**src/rtl/decode_execute_core_pkg.sv**
```systemverilog
// Shared encodings for the decode/execute slice: ALUOp, funct, forwarding selects,
// the ID-stage control bundle and the ALU-control decode.
package decode_execute_core_pkg;

   localparam logic [1:0] ALU_ADD   = 2'b00;
   localparam logic [1:0] ALU_SUB   = 2'b01;
   localparam logic [1:0] ALU_RTYPE = 2'b10;

   localparam logic [5:0] F_ADD = 6'b100000;
   localparam logic [5:0] F_SUB = 6'b100010;
   localparam logic [5:0] F_AND = 6'b100100;
   localparam logic [5:0] F_OR  = 6'b100101;
   localparam logic [5:0] F_SLT = 6'b101010;

   localparam logic [1:0] FWD_IDEX = 2'b00;
   localparam logic [1:0] FWD_WB   = 2'b01;
   localparam logic [1:0] FWD_MEM  = 2'b10;

   typedef enum logic [2:0] {
      OP_ADD, OP_SUB, OP_AND, OP_OR, OP_SLT, OP_ZERO
   } aluOpT;

   typedef struct packed {
      logic       regDst;
      logic       branch;
      logic       memRead;
      logic       memToReg;
      logic       memWrite;
      logic       aluSrc;
      logic       regWrite;
      logic [1:0] aluOp;
   } ctrlT;

   // ALUOp 11 is treated as add; an unknown R-type funct forces a zero result.
   function automatic aluOpT aluDecode(input logic [1:0] aluOp, input logic [5:0] funct);
      aluOpT op;
      op = OP_ZERO;
      case (aluOp)
         ALU_ADD:   op = OP_ADD;
         ALU_SUB:   op = OP_SUB;
         ALU_RTYPE: begin
            case (funct)
               F_ADD:   op = OP_ADD;
               F_SUB:   op = OP_SUB;
               F_AND:   op = OP_AND;
               F_OR:    op = OP_OR;
               F_SLT:   op = OP_SLT;
               default: op = OP_ZERO;
            endcase
         end
         default:   op = OP_ADD;
      endcase
      return op;
   endfunction

endpackage

```
**src/rtl/decode_execute_core_reg_file.sv**
```systemverilog
// 2-read / 1-write register file; r0 is hardwired to zero and a same-cycle
// write to the register being read is bypassed to the read port.
module decode_execute_core_reg_file
   import decode_execute_core_pkg::*;
#(
   parameter int DATA_W = 32,
   parameter int NREGS  = 32,
   localparam int AW    = $clog2(NREGS)
) (
   input  logic              clock,
   input  logic              reset,
   input  logic [AW-1:0]     rdAddrA,
   input  logic [AW-1:0]     rdAddrB,
   output logic [DATA_W-1:0] rdDataA,
   output logic [DATA_W-1:0] rdDataB,
   input  logic              wrEn,
   input  logic [AW-1:0]     wrAddr,
   input  logic [DATA_W-1:0] wrData
);

   logic [DATA_W-1:0] regs [NREGS];

   always_ff @(posedge clock) begin
      if (reset) begin
         for (int i = 0; i < NREGS; i++) regs[i] <= '0;
      end else if (wrEn && (wrAddr != '0)) begin
         regs[wrAddr] <= wrData;
      end
   end

   assign rdDataA = (rdAddrA == '0) ? '0 :
                    (wrEn && (wrAddr == rdAddrA)) ? wrData : regs[rdAddrA];
   assign rdDataB = (rdAddrB == '0) ? '0 :
                    (wrEn && (wrAddr == rdAddrB)) ? wrData : regs[rdAddrB];

endmodule

```
**src/rtl/decode_execute_core.sv**
```systemverilog
// ID stage, ID/EX register, EX stage (forwarding, ALU, RegDst, branch adder)
// and EX/MEM register of the 5-stage pipeline.
module decode_execute_core
   import decode_execute_core_pkg::*;
#(
   parameter int DATA_W = 32,
   parameter int NREGS  = 32
) (
   input  logic              clock,
   input  logic              reset,
   input  logic [31:0]       instr,
   input  logic [DATA_W-1:0] pc4,
   input  logic              reg_dst,
   input  logic              branch,
   input  logic              mem_read,
   input  logic              mem_to_reg,
   input  logic              mem_write,
   input  logic              alu_src,
   input  logic              reg_write,
   input  logic [1:0]        alu_op,
   input  logic [DATA_W-1:0] wb_data,
   input  logic [4:0]        wb_reg,
   input  logic              wb_reg_write,
   input  logic [1:0]        forward_a,
   input  logic [1:0]        forward_b,
   output logic [4:0]        idex_rs,
   output logic [4:0]        idex_rt,
   output logic              idex_mem_read,
   output logic [DATA_W-1:0] exmem_branch_target,
   output logic [DATA_W-1:0] exmem_alu_result,
   output logic [DATA_W-1:0] exmem_store_data,
   output logic [4:0]        exmem_dest,
   output logic              exmem_zero,
   output logic              exmem_reg_write,
   output logic              exmem_branch,
   output logic              exmem_mem_read,
   output logic              exmem_mem_write,
   output logic              exmem_mem_to_reg
);

   // Opcode decoding happens upstream; only the field layout matters here.
   logic unusedOpcode;
   assign unusedOpcode = ^instr[31:26];

   logic [DATA_W-1:0] rsData, rtData, immExt;
   ctrlT              idCtrl;

   assign immExt = {{(DATA_W-16){instr[15]}}, instr[15:0]};
   assign idCtrl = '{regDst: reg_dst, branch: branch, memRead: mem_read,
                     memToReg: mem_to_reg, memWrite: mem_write, aluSrc: alu_src,
                     regWrite: reg_write, aluOp: alu_op};

   decode_execute_core_reg_file #(.DATA_W(DATA_W), .NREGS(NREGS)) regFile (
      .clock   (clock),
      .reset   (reset),
      .rdAddrA (instr[25:21]),
      .rdAddrB (instr[20:16]),
      .rdDataA (rsData),
      .rdDataB (rtData),
      .wrEn    (wb_reg_write),
      .wrAddr  (wb_reg),
      .wrData  (wb_data)
   );

   logic [DATA_W-1:0] idexPc4, idexRsData, idexRtData, idexImm;
   logic [4:0]        idexRd;
   ctrlT              idexCtrl;

   always_ff @(posedge clock) begin
      if (reset) begin
         idexPc4    <= '0;
         idexRsData <= '0;
         idexRtData <= '0;
         idexImm    <= '0;
         idex_rs    <= '0;
         idex_rt    <= '0;
         idexRd     <= '0;
         idexCtrl   <= '0;
      end else begin
         idexPc4    <= pc4;
         idexRsData <= rsData;
         idexRtData <= rtData;
         idexImm    <= immExt;
         idex_rs    <= instr[25:21];
         idex_rt    <= instr[20:16];
         idexRd     <= instr[15:11];
         idexCtrl   <= idCtrl;
      end
   end

   assign idex_mem_read = idexCtrl.memRead;

   logic [DATA_W-1:0] opA, fwdB, aluB, aluResult, branchTarget;
   logic [4:0]        exDest;
   aluOpT             exOp;

   // Select 11 is unused by the forwarding unit and falls back to the ID/EX value.
   always_comb begin
      opA = idexRsData;
      case (forward_a)
         FWD_MEM: opA = exmem_alu_result;
         FWD_WB:  opA = wb_data;
         default: opA = idexRsData;
      endcase
      fwdB = idexRtData;
      case (forward_b)
         FWD_MEM: fwdB = exmem_alu_result;
         FWD_WB:  fwdB = wb_data;
         default: fwdB = idexRtData;
      endcase
   end

   assign aluB         = idexCtrl.aluSrc ? idexImm : fwdB;
   assign exDest       = idexCtrl.regDst ? idexRd : idex_rt;
   assign branchTarget = idexPc4 + {idexImm[DATA_W-3:0], 2'b00};
   assign exOp         = aluDecode(idexCtrl.aluOp, idexImm[5:0]);

   always_comb begin
      aluResult = '0;
      case (exOp)
         OP_ADD:  aluResult = opA + aluB;
         OP_SUB:  aluResult = opA - aluB;
         OP_AND:  aluResult = opA & aluB;
         OP_OR:   aluResult = opA | aluB;
         OP_SLT:  aluResult = {{(DATA_W-1){1'b0}}, ($signed(opA) < $signed(aluB))};
         default: aluResult = '0;
      endcase
   end

   always_ff @(posedge clock) begin
      if (reset) begin
         exmem_branch_target <= '0;
         exmem_alu_result    <= '0;
         exmem_store_data    <= '0;
         exmem_dest          <= '0;
         exmem_zero          <= 1'b0;
         exmem_reg_write     <= 1'b0;
         exmem_branch        <= 1'b0;
         exmem_mem_read      <= 1'b0;
         exmem_mem_write     <= 1'b0;
         exmem_mem_to_reg    <= 1'b0;
      end else begin
         exmem_branch_target <= branchTarget;
         exmem_alu_result    <= aluResult;
         exmem_store_data    <= fwdB;
         exmem_dest          <= exDest;
         exmem_zero          <= (aluResult == '0);
         exmem_reg_write     <= idexCtrl.regWrite;
         exmem_branch        <= idexCtrl.branch;
         exmem_mem_read      <= idexCtrl.memRead;
         exmem_mem_write     <= idexCtrl.memWrite;
         exmem_mem_to_reg    <= idexCtrl.memToReg;
      end
   end

endmodule

```
**config.mk**
```make
export PLATFORM = sky130hd
export DESIGN_NAME = decode_execute_core
export DESIGN_NICKNAME = d
export VERILOG_FILES = /design/src/rtl/decode_execute_core_pkg.sv /design/src/rtl/decode_execute_core_reg_file.sv /design/src/rtl/decode_execute_core.sv
export SDC_FILE = /design/constraint.sdc
export NUM_CORES = 2
export LEC_CHECK = 0
export CAP_MARGIN = 0
export CORE_UTILIZATION = 24
export CTS_CLUSTER_SIZE = 24
export DETAILED_ROUTE_END_ITERATION = 6
export SETUP_SLACK_MARGIN = 0.1
export SLEW_MARGIN = 15
export SYNTH_ARGS = -nofsm -noshare
export SYNTH_HDL_FRONTEND = slang
export SYNTH_SLANG_ARGS = --single-unit
```
**constraint.sdc**
```tcl
create_clock -name clock -period 7.5 [get_ports clock]
set_input_delay 2.25 -clock clock [delete_from_list [all_inputs] [get_ports clock]]
set_output_delay 2.25 -clock clock [all_outputs]
set_load 0.03 [all_outputs]
```
* Word-level counts from Yosys, hierarchy flattened *
Memories as Yosys holds them, arrays and structs flattened. A register that Yosys moved wholly into a read port is not among the register bits.
Index checks and enable logic that the tools add are counted.
Widths: inputs -> output; s select.

storage, ports and cells
  output and inout port bits = 118
  bits in registers = 179
  memories kept = 1
  bits of input ports = 117
  bits in writable memories = 1024
  word-level logic and storage cells = 69

operators by class
  multiplexer cells = 15
  reductions and logical operators = 9
  bitwise logic cells = 2
  equality and inequality tests = 15
  order comparisons = 1
  add/sub/neg operators = 3

memory list
  name          depth  bits a word  rd ports  clocked after Yosys merged registers in  write ports  RTL line                            text
  regFile.regs  32     32           2         2                                        32           decode_execute_core_reg_file.sv:21  logic [DATA_W-1:0] regs [NREGS];

operators with widths
  kind                number
  $pmux 32 s5         1
  $pmux 32 s2         2
  $add 32x32->32      2
  $mux 32             2
  $and 32x32->32      1
  $logic_not 32->1    1
  $lt 32x32->1        1
  $or 32x32->32       1
  $reduce_or 32->1    1
  $sub 32x32->32      1
  $eq 6x6->1 const B  5
  $pmux 3 s5          1
  $logic_not 5->1     2
  $mux 5              2
  $eq 2x1->1 const B  3
  $eq 2x2->1 const B  3
  $eq 3x2->1 const B  2
  $mux 1              6
  $pmux 3 s2          1
  $reduce_bool 5->1   1
  $reduce_or 2->1     2
  $eq 3x1->1 const B  1
  $eq 3x3->1 const B  1
  $logic_not 3->1     1
  $logic_and 1x1->1   1

* Logic depth before layout (Yosys ltp) *
  word-level depth = 7
  mapped depth = 21
  mapped depth without buffers = 20

* Hierarchy *
Synthesis repeated with hierarchy kept, for this count alone.

unflattened totals
  cells, all modules = 5510
  area total of the unflattened synthesis = 69055.0 sq um

modules (own cells, without submodules)
  module                        cells each  instances  sequential area each (sq um)  area an instance (sq um)
  decode_execute_core_reg_file  3802        1          30749.5                       55061.6
  decode_execute_core           1708        1          4764.6                        13993.4

* Least setup slack after synthesis *
Ideal clock, no wire load.

  path type = in2reg
  from = input forward_b[0]
  to = register exmem_zero
  required time = 7.435 ns
  path buffers = 2
  arrival = 6.797 ns
  setup time = 0.065 ns
  stages = 20
  slack = 0.639 ns
  cell sequence = inv_1 ha_1 clkbuf_1 buf_1 a21oi_1 o21ai_0 ha_1 inv_1 fa_1 nor2b_1 o21a_1 o2111ai_1 a2111oi_2 o31ai_1 o31a_1 o21bai_1 o311ai_0 a32o_1 or4_1 nor2_1

on the way
  longest elaborated chain between the ends = 6
  elaborated cells between the ends (all ways) = 11
  those cells by class = 2 x add/sub; 1 x order compare; 2 x eq/ne; 3 x mux; 2 x bitwise; 1 x reduce/logical

RTL lines
  item                                             RTL line                    text
  start: declaration                               decode_execute_core.sv:25   input logic [1:0] forward_b,
  $eq 2x1->1 / $eq 2x2->1 (equally long branches)  decode_execute_core.sv:106  case (forward_b)
  $pmux 32 s2 (*)                                  decode_execute_core.sv:106
  $mux 32 (*)                                      decode_execute_core.sv:113  assign aluB = idexCtrl.aluSrc ? idexImm : fwdB;
  $sub 32x32->32 (tied with other cells)           decode_execute_core.sv:122  OP_SUB: aluResult = opA - aluB;
  $pmux 32 s5 (*)                                  decode_execute_core.sv:120  case (exOp)
  $logic_not 32->1 (*)                             decode_execute_core.sv:147  exmem_zero <= (aluResult == '0);
  end signal: assignment                           decode_execute_core.sv:147
  end: declaration                                 decode_execute_core.sv:33   output logic exmem_zero,

Mark *: on every way between the ends. The rest lies on a longest branch, timed or not.
A chain may end at the register's enable or synchronous reset.

* Worst setup path after layout *
Ends and elaborated chain as after synthesis.

==> flow_summary.yaml <==
cts:
  clockRootBuffer: "clkbuf_16"
  clkTransAtPathRegs_ns: 0.06
  htreeDepth: 4
  cts_setup_buffers: 0
  clock_path_buffers: 3
  cts_tree: "yes"
  worst_skew_pair.late_latency_ns: 0.82
  clock_sinks: 1262
  cts_buffers: 141
placed_design:
  gp_congestion: 0.970
  dpl.hpwl_mm: 185
  pre_cts_slack_ns: -0.410
  dp.cells: 10093
  numPortBuffers: 228
logic_synthesis:
  ys_warn_count: 0
  yosysSeqAreaShare_pct: 50.7
  post-synth-top-area-cell: "edfxtp_1"
  synthTopCellsByArea: "edfxtp_1 44%, and2_1 9.0%, mux4_2 8.2%"
  ys_seq_elements: 1262
  synth_common_cells: "1024 x edfxtp_1, 1012 x and2_1, 475 x clkbuf_1"
  synth_area_sq_um: 70000
  synth_async_sr_flop_share_pct: 0
  synth_flop_cell: "edfxtp_1"
  netlist_instances: 6036
  avgSynthCellArea_sq_um: 11.6
  synth_top_area_share_pct: 43.9
  synth_edf_count: 1024
  synthDistinctLibCells: 87
  yosysMostFrequentCell: "edfxtp_1"
critical_path:
  cp-start-kind: "primary input"
  crit_fanout: 27
  crit_path_end_kind: "flip-flop"
  critPathKind: "in2reg"
  required_ns: 8.22
  crit_arrival_ns: 7.90
floorplan:
  dieHeight_um: 542
  core_region_area_sq_um: 289000
  pin_count: 235
  die_area_sq_um: 294000
  start_util_pct: 24.2
  fp.dieW_um: 542
  num_rows: 197
power_and_ir_drop:
  p_per_area_nw_per_um2: 229
  ir_drop_mv: 0.236
  total_power_mw: 19.3
  leakage_nw: 30.3
sta:
  fin_ws_ns: 0.321
  min_period_ns: 7.18
  rsz0062_at_grt: "no"
  hold_viol_final: 0
  finalCritPeriodShare_pct: 95.7
  hold-worst-slack_ns: 0.443
  worst_slew_pin_slew_ns: 1.35
  slew_headroom_pct: 10.3
  fin_worst_skew_ns: 0.0504
  slew_violations: 0
  timing.fmax_mhz: 139
  setup_viol: 0
route:
  dr.pass1.iters: 6
  vias: 54282
  ant_nets: 0
  routedWlPerCell_um: 27.1
  vias_per_cell: 5.23
  drc: 0
  first_iter_violations: 6719
  wl_mm: 282
final_layout:
  largest_reg_flops: 1024
  area_delta_synth_final_pct: 20.4
  register_area_sq_um: 35500
  final_cells: 10371
  largest-register: "regFile.regs"
  layout-drive-gt1-share_pct: 18.3
  nets: 6614
  multiInputGateArea_sq_um: 32600
  nFillCells: 29354
global_route:
  grt_overflow: 0
  met3_usage_pct: 5.87
  grt_pass1_wl_mm: 390
  grtUsageMet2_pct: 29.1
  grt_max_degree: 87
  grtUsageTotal_pct: 18.5
  busiest_layer: "met2"
  grt_pass1_vias: 53145
  antenna_found_initial: 32
  grt_util_met1_pct: 22.9
status:
  status: "complete, no violations"
worst_hold_path:
  hold_class: "reg2reg"
run:
  cap_viol_max_count: 0
cell families after synthesis:
kind of cell	synth area share, %
buf+inv	3.58
mux	16.0
simple gates	14.3
xor+xnor	0.588
flops	50.7
other cells	0.00536
compound gates	12.3
fa+ha+maj	2.55
metal layers:
| layer | vias to the layer above | routed length (um) |
|---|---|---|
| met3 | 699 | 32500 |
| met5 | - | 189 |
| met4 | 24 | 14500 |
| met1 | 27221 | 108000 |
| li1 | 23088 | - |
| met2 | 3250 | 126000 |
cells in the final DEF, fill, tap and decap left out, types with 154 or more instances in the layout:
cell	netlist	routed
o21ai_0	329	298
a22oi_1	196	196
and2_1	1012	1012
mux2i_1	393	393
buf_4	0	448
dfxtp_1	238	238
edfxtp_1	1024	1024
nor2_1	369	335
a21oi_1	318	318
mux4_2	256	256
nand2_1	173	173
o211ai_1	154	154
clkdlybuf4s50_1	0	214
final timing paths:
check | start | to | slack (ns) | cells past startpoint
worst max-delay path | forward_b[0] | exmem_zero | 0.32 | 20
worst min-delay path | idexPc4[0] | exmem_branch_target[0] | 0.44 | 1
worst max register to register | idexCtrl[3] | exmem_zero | 2.01 | 19
worst min register to register | idexPc4[0] | exmem_branch_target[0] | 0.44 | 1
cell type report:
cell class	count	share of cell area, %
repair buffers	698	7.28
multi-input cells	4142	38.7
diodes	21	0.0623
flip-flops and latches	1262	42.1
inverters	111	0.496
well taps	3880	5.76
clock inverters	70	0.951
clock buffers	187	4.60
what timing repair did:
item | CTS | global route
endpoints found under the setup margin | 0 | 1
resized for setup | 0 | 5
hold buffers | 0 | 0
metrics by stage:
stage | utilization, % | TNS [ns] | cell area, sq um
4_1_cts | 29.1 | 0 | 84200
3_3_place_gp | 27.5 | -0.765 | 79500
3_5_place_dp | 27.5 | -0.724 | 79500
2_1_floorplan | - | 0 | 70100
6_report | 29.2 | 0 | 84300
5_1_grt | 29.1 | 0 | 84300
critical path, cell delays in order:
cell and delay [ns]:
clkdlybuf4s50_1 0.61, inv_1 0.08, ha_2 0.36, buf_4 0.28, nor2_1 0.08, a21oi_1 0.26
o21ai_0 0.23, ha_1 0.44, nor4b_1 0.36, buf_4 0.18, nor4_1 0.07, o221ai_1 0.37
o2111a_2 0.33, o31ai_2 0.09, o31a_1 0.33, a221o_1 0.34, or2_0 0.21, a32o_1 0.31
or4_1 0.56, nor2_1 0.15
report_power, final:
part	total [mW]	internal (mW)	switching, mW
clock network	7.11	4.03	3.08
logic	3.87	1.50	2.37
registers	8.32	8.01	0.318
total	19.3	13.5	5.77
No activity file was read; power rests on OpenSTA's default activity.
